[src/rtl/mem_stage_lsu.sv]
// MEM-stage load/store unit: issues one memory request per load/store, aligns store lanes, extends loads, counts branch hits/misses.
// Latency: non-memory/misaligned ops 1 cycle; aligned load/store 1 cycle after mem_resp_i (or abort after TIMEOUT_CYC busy cycles).
// Backpressure: in_ready_o is low while a request is outstanding; mem_resp_i while idle is ignored.
//
// Ports:
//   clk_i, rst_ni            clock, asynchronous active-low reset
//   in_*_i / in_ready_o      EX/MEM side: valid/ready handshake plus opcode, funct3, address, store data, rd, branch info
//   mem_*_o / mem_*_i        memory side: read/write request held until mem_resp_i, word address, lane data, byte enables
//   out_*_o                  MEM/WB side: one-cycle out_valid_o pulse with rd, data and misaligned/timeout flags
//   cnt_clear_i, *_count_o   saturating branch-prediction hit/miss counters

module mem_stage_lsu #(
  parameter int unsigned CNT_W       = 32,
  parameter int unsigned TIMEOUT_CYC = 255,
  parameter int unsigned ADDR_W      = 32
) (
  input  logic              clk_i,
  input  logic              rst_ni,
  input  logic              in_valid_i,
  output logic              in_ready_o,
  input  logic [6:0]        in_opcode_i,
  input  logic [2:0]        in_funct3_i,
  input  logic [ADDR_W-1:0] in_addr_i,
  input  logic [31:0]       in_wdata_i,
  input  logic [4:0]        in_rd_i,
  input  logic              in_br_en_i,
  input  logic              in_prediction_i,
  output logic              mem_read_o,
  output logic              mem_write_o,
  output logic [ADDR_W-1:0] mem_address_o,
  output logic [31:0]       mem_wdata_o,
  output logic [3:0]        mem_byte_enable_o,
  input  logic [31:0]       mem_rdata_i,
  input  logic              mem_resp_i,
  output logic              out_valid_o,
  output logic [4:0]        out_rd_o,
  output logic [31:0]       out_data_o,
  output logic              out_misaligned_o,
  output logic              out_timeout_o,
  input  logic              cnt_clear_i,
  output logic [CNT_W-1:0]  hit_count_o,
  output logic [CNT_W-1:0]  miss_count_o
);

  localparam logic [6:0] OP_LOAD  = 7'b0000011;
  localparam logic [6:0] OP_STORE = 7'b0100011;
  localparam logic [6:0] OP_BR    = 7'b1100011;

  // Counter only needs to reach TIMEOUT_CYC-1; the abort fires on that busy cycle.
  localparam int unsigned TMO_W = (TIMEOUT_CYC < 2) ? 1 : $clog2(TIMEOUT_CYC);
  localparam logic [TMO_W-1:0] TMO_LAST = TMO_W'(TIMEOUT_CYC - 1);

  typedef enum logic {IDLE, BUSY} state_e;

  state_e             state_q, state_d;
  logic               mem_read_q, mem_read_d;
  logic               mem_write_q, mem_write_d;
  logic [ADDR_W-1:0]  mem_address_q, mem_address_d;
  logic [31:0]        mem_wdata_q, mem_wdata_d;
  logic [3:0]         mem_be_q, mem_be_d;
  logic               out_valid_q, out_valid_d;
  logic [4:0]         out_rd_q, out_rd_d;
  logic [31:0]        out_data_q, out_data_d;
  logic               out_mis_q, out_mis_d;
  logic               out_tmo_q, out_tmo_d;
  logic [2:0]         funct3_q, funct3_d;
  logic [1:0]         off_q, off_d;
  logic [4:0]         rd_q, rd_d;
  logic [TMO_W-1:0]   tmo_q, tmo_d;
  logic [CNT_W-1:0]   hit_q, hit_d;
  logic [CNT_W-1:0]   miss_q, miss_d;

  logic        accept;
  logic        is_load, is_store, is_br;
  logic        misaligned;
  logic [3:0]  be_new;
  logic [31:0] rd_shift;
  logic [31:0] ld_data;

  assign accept   = in_valid_i && (state_q == IDLE);
  assign is_load  = (in_opcode_i == OP_LOAD);
  assign is_store = (in_opcode_i == OP_STORE);
  assign is_br    = (in_opcode_i == OP_BR);

  // funct3[1:0]: 00 byte, 01 half, 1x word; funct3[2] selects zero-extension.
  always_comb begin
    misaligned = 1'b0;
    be_new     = 4'b1111;
    case (in_funct3_i[1:0])
      2'b00: begin
        be_new = 4'b0001 << in_addr_i[1:0];
      end
      2'b01: begin
        be_new     = 4'b0011 << in_addr_i[1:0];
        misaligned = in_addr_i[0];
      end
      default: begin
        be_new     = 4'b1111;
        misaligned = (in_addr_i[1:0] != 2'b00);
      end
    endcase
  end

  // Load return: bring the addressed lane down to bit 0, then extend.
  always_comb begin
    rd_shift = mem_rdata_i >> {off_q, 3'b000};
    case (funct3_q)
      3'b000:  ld_data = {{24{rd_shift[7]}}, rd_shift[7:0]};
      3'b001:  ld_data = {{16{rd_shift[15]}}, rd_shift[15:0]};
      3'b100:  ld_data = {24'd0, rd_shift[7:0]};
      3'b101:  ld_data = {16'd0, rd_shift[15:0]};
      default: ld_data = rd_shift;
    endcase
  end

  always_comb begin
    state_d       = state_q;
    mem_read_d    = mem_read_q;
    mem_write_d   = mem_write_q;
    mem_address_d = mem_address_q;
    mem_wdata_d   = mem_wdata_q;
    mem_be_d      = mem_be_q;
    out_valid_d   = 1'b0;
    out_rd_d      = out_rd_q;
    out_data_d    = out_data_q;
    out_mis_d     = 1'b0;
    out_tmo_d     = 1'b0;
    funct3_d      = funct3_q;
    off_d         = off_q;
    rd_d          = rd_q;
    tmo_d         = tmo_q;

    case (state_q)
      IDLE: begin
        if (accept) begin
          if (!(is_load || is_store)) begin
            out_valid_d = 1'b1;
            out_data_d  = 32'(in_addr_i);
            out_rd_d    = in_rd_i;
          end else if (misaligned) begin
            out_valid_d = 1'b1;
            out_mis_d   = 1'b1;
            out_data_d  = 32'd0;
            out_rd_d    = in_rd_i;
          end else begin
            state_d       = BUSY;
            mem_read_d    = is_load;
            mem_write_d   = is_store;
            mem_address_d = {in_addr_i[ADDR_W-1:2], 2'b00};
            mem_wdata_d   = in_wdata_i << {in_addr_i[1:0], 3'b000};
            mem_be_d      = be_new;
            funct3_d      = in_funct3_i;
            off_d         = in_addr_i[1:0];
            rd_d          = in_rd_i;
            tmo_d         = '0;
          end
        end
      end
      BUSY: begin
        // mem_resp_i is checked first so a response on the last allowed cycle still completes normally.
        if (mem_resp_i) begin
          state_d     = IDLE;
          mem_read_d  = 1'b0;
          mem_write_d = 1'b0;
          out_valid_d = 1'b1;
          out_rd_d    = rd_q;
          out_data_d  = mem_read_q ? ld_data : 32'd0;
        end else if (tmo_q == TMO_LAST) begin
          state_d     = IDLE;
          mem_read_d  = 1'b0;
          mem_write_d = 1'b0;
          out_valid_d = 1'b1;
          out_tmo_d   = 1'b1;
          out_rd_d    = rd_q;
          out_data_d  = 32'd0;
        end else begin
          tmo_d = tmo_q + TMO_W'(1);
        end
      end
      default: state_d = IDLE;
    endcase
  end

  // Branch counters: clear beats increment, increments stop at all-ones.
  always_comb begin
    hit_d  = hit_q;
    miss_d = miss_q;
    if (cnt_clear_i) begin
      hit_d  = '0;
      miss_d = '0;
    end else if (accept && is_br) begin
      if (in_br_en_i == in_prediction_i) begin
        if (!(&hit_q)) hit_d = hit_q + CNT_W'(1);
      end else begin
        if (!(&miss_q)) miss_d = miss_q + CNT_W'(1);
      end
    end
  end

  always_ff @(posedge clk_i or negedge rst_ni) begin
    if (!rst_ni) begin
      state_q       <= IDLE;
      mem_read_q    <= 1'b0;
      mem_write_q   <= 1'b0;
      mem_address_q <= '0;
      mem_wdata_q   <= '0;
      mem_be_q      <= '0;
      out_valid_q   <= 1'b0;
      out_rd_q      <= '0;
      out_data_q    <= '0;
      out_mis_q     <= 1'b0;
      out_tmo_q     <= 1'b0;
      funct3_q      <= '0;
      off_q         <= '0;
      rd_q          <= '0;
      tmo_q         <= '0;
      hit_q         <= '0;
      miss_q        <= '0;
    end else begin
      state_q       <= state_d;
      mem_read_q    <= mem_read_d;
      mem_write_q   <= mem_write_d;
      mem_address_q <= mem_address_d;
      mem_wdata_q   <= mem_wdata_d;
      mem_be_q      <= mem_be_d;
      out_valid_q   <= out_valid_d;
      out_rd_q      <= out_rd_d;
      out_data_q    <= out_data_d;
      out_mis_q     <= out_mis_d;
      out_tmo_q     <= out_tmo_d;
      funct3_q      <= funct3_d;
      off_q         <= off_d;
      rd_q          <= rd_d;
      tmo_q         <= tmo_d;
      hit_q         <= hit_d;
      miss_q        <= miss_d;
    end
  end

  assign in_ready_o        = (state_q == IDLE);
  assign mem_read_o        = mem_read_q;
  assign mem_write_o       = mem_write_q;
  assign mem_address_o     = mem_address_q;
  assign mem_wdata_o       = mem_wdata_q;
  assign mem_byte_enable_o = mem_be_q;
  assign out_valid_o       = out_valid_q;
  assign out_rd_o          = out_rd_q;
  assign out_data_o        = out_data_q;
  assign out_misaligned_o  = out_mis_q;
  assign out_timeout_o     = out_tmo_q;
  assign hit_count_o       = hit_q;
  assign miss_count_o      = miss_q;

endmodule

[config.mk]
export PLATFORM = sky130hd
export DESIGN_NAME = mem_stage_lsu
export DESIGN_NICKNAME = d
export VERILOG_FILES = /design/src/rtl/mem_stage_lsu.sv
export SDC_FILE = /design/constraint.sdc
export NUM_CORES = 1
export LEC_CHECK = 0
export CORE_MARGIN = 5
export CORE_UTILIZATION = 49
export CTS_BUF_LIST = sky130_fd_sc_hd__clkbuf_4 sky130_fd_sc_hd__clkbuf_8
export CTS_CLUSTER_DIAMETER = 50
export DETAILED_ROUTE_END_ITERATION = 16
export GPL_TIMING_DRIVEN = 0
export HOLD_SLACK_MARGIN = 0.08
export PLACE_DENSITY_LB_ADDON = 0.12
export SLEW_MARGIN = 20
export SYNTH_ARGS = -nofsm -noshare
export SYNTH_HDL_FRONTEND = slang
export SYNTH_SLANG_ARGS = --single-unit
[constraint.sdc]
create_clock -name clk_i -period 3.25 [get_ports clk_i]
set_clock_uncertainty 0.1 [all_clocks]
set_input_delay 0.65 -clock clk_i [delete_from_list [all_inputs] [get_ports clk_i]]
set_output_delay 0.65 -clock clk_i [all_outputs]
set_load 0.01 [all_outputs]
==> metrics <==
met3 Use GR=0.0870; max_cap viols=0; Yosys warnings=0; DRC violation count after routing=0; number of synthesized flops with an enable pin=0; Starting Density=0.493; Yosys cell types=66; pwr dens=382 mW/mm²; Clock Tree Buf Depth=2; core region area=0.0200 mm²; Syn Area/Cell=9.18 µm²; Die Y=152 µm; vias per cell=5.71; first-pass GRT wire length=52200 µm; initial antenna violation count=1; Syn-to-layout area delta=37.9%; total CTS buffers=17; part of the cycle the worst path needs=0.948; dominant cells by area after synthesis=dfrtp_1 48%, nand2_1 9.8%, mux2i_1 4.2%, a21oi_1 3.1%, o21ai_0 2.9%; clock tree root driver cell=clkbuf_8; Max Freq=324 MHz; Async SR Flop Fraction=1.00; total power=5.21 mW; GR peak layer=met2; final slew viol count=0; die area=0.0231 mm²; minimum clock period=3.08 ns; met1 Track Usage GR=0.353; clk slew on worst S/H paths=0.11 ns; HPWL after DPL=24600 µm; Yosys top cell by area=dfrtp_1; Gate Count Post-Synth=1076; share of layout cells above drive strength 1=0.0571; CP Data Required Time=3.55 ns; FF+latch count, synth=191; Detail Route Antenna Nets=0; Seq/Total Area, Yosys=0.484; final std cells w/o fill=1671; count leader, synth=nand2_1; worst-skew pair later-pin latency=0.48 ns; global-route usage over all layers=0.277; Pre-antenna DRT Iters=5; RSZ-0062 raised after global routing=no; diode count=0; # IOs=293; num rows=52; Post-Syn Area=0.00988 mm²; GRT overflow=0; CP Capture Type=register; CTS H-tree lvls=4; CP Launch Type=primary input; DRT iter0 DRCs=566; crit path kind=primary input to register; met2 Use GR=0.453; largest net degree at the start of global routing=97; Worst Tran Pin Value=0.942 ns; drt wl/cell=19.4 µm; Fillers=1667; Die Wd=152 µm; crit path DAT=3.38 ns; Max FO, Critical Path=10; worst vdd ir=0.264 mV; Worst slew margin=0.370; vias in the first global route=9559; vias=9534; LEAKAGE=5.62 nW; number of port buffers=290; Placer Congestion=0.893; outcome=finished, final reports clean; CTS tree=done; nets=1511; # clock sinks=191; Final setup viols=0; WL final=32500 µm; most instantiated cells after synthesis=259 x nand2_1, 191 x dfrtp_1, 61 x a21oi_1, 58 x o21ai_0, 50 x nor2_1; Hold WC Path Type=register to register; Fin. Hold Viols=0; Inst Count DP=1639; Main synth FF type=dfrtp_1; post-synth top area share=0.484
[flip-flops by register name, summed over array words and instances (netlist names)]
signal,count
mem_write_o,1
out_timeout_o,1
mem_wdata_o,32
miss_count_o,32
out_rd_o,5
off_q,2
mem_address_o,30
rd_q,5
mem_read_o,1
hit_count_o,32
tmo_q,8
out_data_o,32
out_misaligned_o,1
funct3_q,3
mem_byte_enable_o,4
state_q,1
out_valid_o,1
[layer usage]
layer | part of all wire | wire length, µm
met2 | 0.48 | 15500
met1 | 0.40 | 13100
met5 | 0.00034 | 11
met4 | 0.027 | 881
met3 | 0.091 | 2940
[worst paths after layout]
check	startpoint	to	slack, ns	cells past startpoint
max	in_funct3_i[1]	mem_address_o[27]	0.17	9
min	mem_wdata_o[5]	mem_wdata_o[5]	0.38	2
max reg2reg	hit_count_o[0]	hit_count_o[30]	0.47	6
min reg2reg	mem_wdata_o[5]	mem_wdata_o[5]	0.38	2
max in group asynchronous	rst_ni	out_data_o[15]	1.89	3
min in group asynchronous	rst_ni	miss_count_o[11]	0.46	2
[timing repair]
item | in CTS | in global routing
resized for setup | 0 | 2
endpoints found under the setup margin | 0 | 27
buffers inserted | 0 | 0
endpoints found under the hold margin | 8 | 0
hold buffers | 1 | 0
[report_power, final]
part / switching [mW] / total [mW] / internal, mW
clock: 0.879 / 1.68 / 0.804
combinational: 0.464 / 0.940 / 0.476
sequential: 0.0829 / 2.58 / 2.50
[cell type report]
type	instances	area [µm²]	area share
multi-input combinational	811	4800	0.352
sequential	191	4780	0.351
timing repair buffer	293	2970	0.218
tap	270	338	0.0248
buffer	65	288	0.0211
clock buffer	19	262	0.0192
clock inverter	12	155	0.0114
inverter	10	37.5	0.00275
[critical path, stage by stage]
cell	delay, ns
clkdlybuf4s50_1	0.64
a21oi_1	0.16
nor2_1	0.45
or3_1	0.19
clkbuf_1	0.30
buf_2	0.36
clkbuf_1	0.44
nand2_1	0.11
nand2_1	0.08
[per-stage QoR]
stage / setup TNS (ns) / util / cell area, µm² / hold slack [ns] / setup slack [ns]
global route: 0 / 0.680 / 13600 / 0.400 / 0.00875
finish: 0 / 0.680 / 13600 / 0.379 / 0.168
detailed placement: -24.07 / 0.658 / 13200 / 0.356 / -0.330
floorplan: 0 / - / 9880 / 0.254 / 0.606
CTS: 0 / 0.679 / 13600 / 0.379 / 0.154
global placement: -1335.49 / 0.655 / 13100 / 0.353 / -6.90
[cell usage in the layout, fill, tap and decap left out, types with 37 or more instances in the layout]
cell type        Yosys  final
clkdlybuf4s50_1      0    289
nand2_1            259    259
dfrtp_1            191    191
a21oi_1             61     61
o21ai_0             58     58
nor2_1              50     50
clkbuf_1            49     49
mux2i_1             41     41
or3_1               40     40
nand3_1             37     37
[cells by family after synthesis]
family,count (synthesis),share of synthesized area
fa+ha+maj,4,0.00507
other cells,1,0.000380
buf+inv,75,0.0329
flops,191,0.484
compound gates,227,0.153
xor+xnor,20,0.0177
simple gates,504,0.249
mux,54,0.0575
Power figures use the tool's default switching activity.
